$ cat src/rtl/reset_release_ctrl.sv
// Reset release sequencer: asserts rst_out_n asynchronously, then releases each
// bit synchronously in index order after a synchroniser and a hold-off.
module reset_release_ctrl #(
   parameter int SYNC_STAGES = 2,
   parameter int HOLD_CYCLES = 8,
   parameter int NUM_OUT     = 3,
   parameter int STAGGER     = 4
) (
   input  logic               clk,
   input  logic               async_n,
   input  logic               sw_rst_req,
   output logic [NUM_OUT-1:0] rst_out_n,
   output logic               ready,
   output logic [2:0]         state
);

   localparam int TOP = HOLD_CYCLES + (NUM_OUT - 1) * STAGGER;
   localparam int CW  = $clog2(TOP + 1);

   localparam logic [2:0] ST_RST     = 3'd0;
   localparam logic [2:0] ST_SYNC    = 3'd1;
   localparam logic [2:0] ST_HOLD    = 3'd2;
   localparam logic [2:0] ST_RELEASE = 3'd3;
   localparam logic [2:0] ST_DONE    = 3'd4;

   logic [SYNC_STAGES-1:0] chain;
   logic                   sync_q;
   logic                   sync_pre;
   logic [2:0]             state_q;
   logic [CW-1:0]          cnt;
   logic [NUM_OUT-1:0]     rst_q;
   logic                   ready_q;

   always_ff @(posedge clk or negedge async_n) begin
      if (!async_n) begin
         chain <= '0;
      end else begin
         chain <= {chain[SYNC_STAGES-2:0], 1'b1};
      end
   end

   // The SYNC exit samples the stage feeding sync_q so HOLD starts on the edge
   // sync_q rises; counting in HOLD/RELEASE is then interlocked on sync_q itself.
   assign sync_pre = chain[SYNC_STAGES-2];
   assign sync_q   = chain[SYNC_STAGES-1];

   always_ff @(posedge clk or negedge async_n) begin
      if (!async_n) begin
         state_q <= ST_RST;
         cnt     <= '0;
         rst_q   <= '0;
         ready_q <= 1'b0;
      end else begin
         case (state_q)
            ST_RST: begin
               state_q <= ST_SYNC;
               cnt     <= '0;
            end
            ST_SYNC: begin
               cnt <= '0;
               if (sync_pre) begin
                  state_q <= ST_HOLD;
               end
            end
            ST_HOLD: begin
               if (sync_q) begin
                  cnt <= cnt + 1'b1;
                  if (cnt == CW'(HOLD_CYCLES - 1)) begin
                     rst_q[0] <= 1'b1;
                     if (NUM_OUT == 1) begin
                        state_q <= ST_DONE;
                        ready_q <= 1'b1;
                     end else begin
                        state_q <= ST_RELEASE;
                     end
                  end
               end
            end
            ST_RELEASE: begin
               if (sync_q) begin
                  cnt <= cnt + 1'b1;
                  for (int i = 1; i < NUM_OUT; i++) begin
                     if (int'(cnt) == HOLD_CYCLES + i * STAGGER - 1) begin
                        rst_q[i] <= 1'b1;
                     end
                  end
                  if (int'(cnt) == TOP - 1) begin
                     state_q <= ST_DONE;
                     ready_q <= 1'b1;
                  end
               end
            end
            ST_DONE: begin
               // Software restart reuses the already-synchronised release.
               if (sw_rst_req) begin
                  state_q <= ST_HOLD;
                  cnt     <= '0;
                  rst_q   <= '0;
                  ready_q <= 1'b0;
               end
            end
            default: begin
               state_q <= ST_RST;
               cnt     <= '0;
               rst_q   <= '0;
               ready_q <= 1'b0;
            end
         endcase
      end
   end

   assign rst_out_n = rst_q;
   assign ready     = ready_q;
   assign state     = state_q;

endmodule
$ cat config.mk
export PLATFORM = sky130hd
export DESIGN_NAME = reset_release_ctrl
export DESIGN_NICKNAME = d
export VERILOG_FILES = /design/src/rtl/reset_release_ctrl.sv
export SDC_FILE = /design/constraint.sdc
export NUM_CORES = 1
export LEC_CHECK = 0
export ABC_AREA = 0
export CORE_MARGIN = 5
export CORE_UTILIZATION = 35
export CTS_BUF_LIST = sky130_fd_sc_hd__clkbuf_8
export DETAILED_ROUTE_END_ITERATION = 12
export PLACE_DENSITY = 0.56
export SLEW_MARGIN = 30
export SYNTH_ARGS = -nofsm -noshare
export SYNTH_HDL_FRONTEND = slang
export SYNTH_SLANG_ARGS = --single-unit
$ cat constraint.sdc
create_clock -name clk -period 1.8 [get_ports clk]
set_input_delay 0.54 -clock clk [delete_from_list [all_inputs] [get_ports clk]]
set_output_delay 0.54 -clock clk [all_outputs]
set_load 0.02 [all_outputs]
Word-level counts from Yosys, hierarchy flattened
Index checks and enable logic that the tools add are counted.
{ "totals": {"ff_bits": 14, "inputBits": 3} }
{ "op_classes": {"add_sub_neg": 1, "eq_ne": 15, "n_mux": 21, "bitwise": 2, "n_reduce_logical": 9} }
{ "op_table": {"columns": ["cell", "count"], "rows": [
  ["$mux 3", 7],
  ["$pmux 3 s5", 1],
  ["$ne 2x2->1 const B", 7],
  ["$reduce_and 4->1", 3],
  ["$eq 5x5->1 const B", 2],
  ["$mux 5", 2],
  ["$pmux 5 s2", 1],
  ["$eq 3x2->1 const B", 2],
  ["$mux 1", 6],
  ["$pmux 1 s3", 2],
  ["$pmux 2 s3", 1],
  ["$reduce_and 6->1", 1],
  ["$reduce_or 3->1", 2],
  ["$add 5x1->5 const B", 1],
  ["$eq 5x3->1 const B", 1],
  ["$eq 3x1->1 const B", 1],
  ["$eq 3x3->1 const B", 1],
  ["$logic_not 3->1", 1],
  ["$mux 2", 1],
  ["$ne 2x1->1 const B", 1],
  ["$not 1->1", 2],
  ["$reduce_and 2->1", 1],
  ["$reduce_or 2->1", 1]
]} }

Depth between registers and ports, before layout
{ "depth": {"depth_word": 4, "mapped_depth": 6, "ltp_nobuf": 6} }

Worst setup path after synthesis
No wires, ideal clock.
{ "synth_timing": {"path_kind": "register to register", "start": "register cnt[0]", "end": "register cnt[4]", "setup_time_ns": 0.110, "t_arrival_ns": 1.357, "required_time_ns": 1.690, "path_slack_ns": 0.333, "stages_incl_launch_ff": 5, "path_buffers": 0, "path_cell_list": "dfrtp_1 > ha_1 > and3_1 > ha_1 > o41ai_1"} }
{ "synth_via": {"elab_chain_cells": 3} }
{ "synth_rtl": {"columns": ["item", "line_no", "source"], "rows": [
  ["start, declared", "30", "logic [CW-1:0] cnt;"],
  ["start signal, assigned", "67", "cnt <= cnt + 1'b1;"],
  ["start signal, assigned", "81", "cnt <= cnt + 1'b1;"],
  ["$add 5x1->5", "67, 81", null],
  ["$mux 5", "66, 80", null],
  ["$pmux 5 s2", "54", "case (state_q)"]
]} }
No other way between the ends. The select of a mux whose other input is x is not followed.
A chain may end at the register's enable or synchronous reset.

Final worst setup path
{ "layout_timing": {"start": "register state_q[2] (netlist: state[2])", "end": "output port state[2]"} }
{ "layout_lines": {"columns": ["item", "line_no", "source"], "rows": [
  ["start, declared", "29", "logic [2:0] state_q;"],
  ["start signal, assigned", "49", "state_q <= ST_RST;"],
  ["start signal, assigned", "56", "state_q <= ST_SYNC;"],
  ["start signal, assigned", "62", "state_q <= ST_HOLD;"],
  ["end, declared", "14", "output logic [2:0] state"]
]} }
No word-level cell between the ends.

==> results by group <==
Clock tree
  – CTS tree: done
  – Clock Sinks: 13
  – CTS Root Cell: clkbuf_8
  – H-tree depth: 1
  – Clk slew on worst S/H paths: roughly 0.06 ns
  – Clock buffer depth: 2
  – Hold_buf cts: 0
  – Clock Latency Late Sink: ~0.24 ns
  – Total CTS buffers: 3

Cells and area
  – Fill cells: 194
  – Antenna cell count: 0
  – Area grow syn2layout: 28.3%
  – # nets final: 89
  – Design area: roughly 910 um^2
  – Layout cells sized above 1: 20.5%
  – Post-Layout Cell Count: 110
  – Fin util: a little under half

Routing
  – DR iter-0 viols: 13
  – Via count: slightly below 600
  – DRT Pass-1 Iters: 4
  – Vias/cell: ~5.3
  – Antenna viol nets, final: 0
  – Drt total wl: about 1.5 mm
  – DRC errors left: 0
  – Detailed-route wire length per cell: about 14 um

Job
  – Max cap viols: 0

Worst setup path
  – Crit path cell chain: clkdlybuf4s50_1
  – Slowest CP cell: clkdlybuf4s50_1
  – R2R setup slack: 0.22 ns
  – Buf+Inv Stages, Crit Path: 1
  – FF-to-FF End: cnt[4]
  – Startpoint types: flip-flop
  – Crit. End Element: output pin
  – Worst EP required: 1.26 ns
  – CP delay by family, top: buffers and inverters
  – Reg2reg path depth: 4
  – Crit path DAT: 1.19 ns
  – Worst r2r src: cnt[0]
  – Setup CP Type: reg -> out
  – Slowest cell delay on critical path: roughly 0.60 ns
  – Crit-path max FO: 2

Synthesis
  – Yosys cell types: 32
  – Sequential area share after synthesis: between 40% and 50%
  – Yosys warns: 0
  – Synthesized area: slightly above 700 um^2
  – Avg Inst Size Synth: 10.6 um^2
  – Syn Nets: between 70 and 80
  – Synth Instances: between 60 and 70
  – Yosys reg bits: 13

Outcome
  – Status: completed

Timing
  – Clk_skew: ~0.0016 ns
  – RSZ-0062 raised after global routing: false
  – Final-report hold violation count: 0
  – Fin crit share: roughly 96%
  – Fmax: between 500 and 600 MHz
  – Post-route setup slack: between 0.06 and 0.07 ns
  – Hold Slack: 0.369 ns
  – Endpoints failing setup: 0
  – Final Max Slew Viols: 0
  – Crit path time final: between 1.5 and 2 ns

GRT
  – Largest net degree at the start of global routing: 15
  – Vias in the first global route: about 550
  – Remaining Overflow, GRT: 0
  – Antenna violations before repair: 0
  – First-pass GRT wire length: around 2.5 mm
  – GRT Util Overall: roughly an eighth

Min path
  – Hold depth: 0
  – Hold_sp: chain[0]
  – Worst Hold Class: reg -> reg
  – Hold Path End: chain[1]

Pwr
  – Leakage power: between 0.4 and 0.5 nW
  – Power Density: roughly 1500 mW/mm^2
  – Peak supply drop: around 0.65 mV

Floorplan
  – Rows: 16
  – Core Region: slightly below 0.002 mm^2
  – Io pins: 10
  – Initial Util: between 30% and 40%
  – Chip Width: between 50 and 60 um
  – Die ar.: a little over 0.003 mm^2
  – Die height: 55.1 um

Place
  – Routability cong.: ~0.74
  – Worst slack, placed: -0.0293 ns
  – DP Area: 862 um^2
  – Port Buffers: 9
  – Post-DP HPWL: 1.05 mm
  – Placed Cells incl. Taps: 106
flip-flops by register name (all words and copies together) (netlist names):
signal	cells
cnt	5
chain	2
state	3
rst_out_n	3
area by class of cell:
type                    instances  area (um^2)  share of cell area (%)
repair buffers                 16          148                    16.2
multi-input cells              48          353                    38.7
clock inverters                 1         3.75                   0.412
inverters                       2         7.51                   0.823
well taps                      27         33.8                    3.70
clock buffers                   3         41.3                    4.53
flip-flops and latches         13          325                    35.7
worst max-delay path by stage:
stage                            start        to  cells after the start
final                         state[2]  state[2]                      1
after global routing          state[0]  state[0]                      1
after CTS                 rst_out_n[2]     ready                      1
after detailed placement    sw_rst_req    cnt[3]                      4
after global placement      sw_rst_req    cnt[4]                      5
after floorplan                 cnt[0]    cnt[4]                      4
cell families (layout without fill, tap and decap cells):
family                     Yosys count  count (layout)  share of synthesized area, %
adders and majority gates            2               2                          3.52
buffers and inverters                6              22                          4.58
other                                1               1                         0.528
and+or+nand+nor                     25              25                          26.1
AOI/OAI and AO/OA                   20              20                          19.5
DFF                                 13              13                          45.8
cells in the mapped netlist, drive strengths merged:
cell / count / area (um^2)
o21a: 4 / 30.0
nand4b: 1 / 8.76
nor2b: 1 / 8.76
buf: 3 / 20.0
nor4: 1 / 12.5
a311o: 1 / 10.0
o21bai: 1 / 7.51
a21oi: 3 / 15.0
nand2: 3 / 11.3
ha: 2 / 25.0
conb: 1 / 3.75
o31ai: 3 / 22.5
clkbuf: 1 / 5.00
and4b: 1 / 11.3
o41ai: 2 / 17.5
nor2: 5 / 18.8
a31o: 1 / 8.76
nor3b: 2 / 20.0
inv: 2 / 7.51
or3b: 1 / 8.76
and3b: 2 / 18.8
and3: 1 / 6.26
o21ai: 4 / 20.0
nor3: 1 / 5.00
nor4b: 1 / 23.8
nand4bb: 1 / 11.3
dfrtp: 13 / 325
nand3: 4 / 20.0
a21boi: 1 / 7.51
cells in the final DEF, fill, tap and decap left out:
cell type,n
conb_1,1
nor3b_2,1
nor3_1,1
o41ai_1,2
inv_1,3
o21ai_0,4
or3b_1,1
a21oi_1,3
clkbuf_8,3
and4b_2,1
a31o_2,1
and3_1,1
nor2_1,5
nor3b_1,1
nor4b_4,1
o21bai_1,1
nand4bb_1,1
nand3_1,4
nor4_2,1
dlymetal6s2s_1,2
nand4b_1,1
nor2b_2,1
dfrtp_1,13
clkdlybuf4s50_1,7
o31ai_1,3
a311o_1,1
o21a_1,4
and3b_2,1
buf_4,7
a21boi_0,1
nand2_1,3
and3b_1,1
ha_1,2
per-layer routing:
layer  up-vias  wire, um  GRT usage (%)
met5         -         0              0
met4         0        37           8.50
met3         4        77           2.68
met2        22       648           16.1
met1       281       731           16.8
li1        280         -              -
where the power goes:
group          switching [mW]  internal (mW)  total [mW]
sequential             0.0869          0.396       0.483
combinational           0.303          0.290       0.593
clock                   0.112          0.151       0.263
total                   0.502          0.836        1.34
metrics by stage:
stage	TNS (ns)	power, mW
3_5_place_dp	-0.0473	1.09
2_1_floorplan	0	0.876
3_3_place_gp	-0.0492	1.09
6_report	0	1.34
5_1_grt	0	1.44
4_1_cts	0	1.36
what timing repair did:
item / in CTS / in global routing
endpoints found under the setup margin: 0 / 2
gates resized for setup: 0 / 2
buffers inserted: 0 / 0
Power figures use the tool's default switching activity.
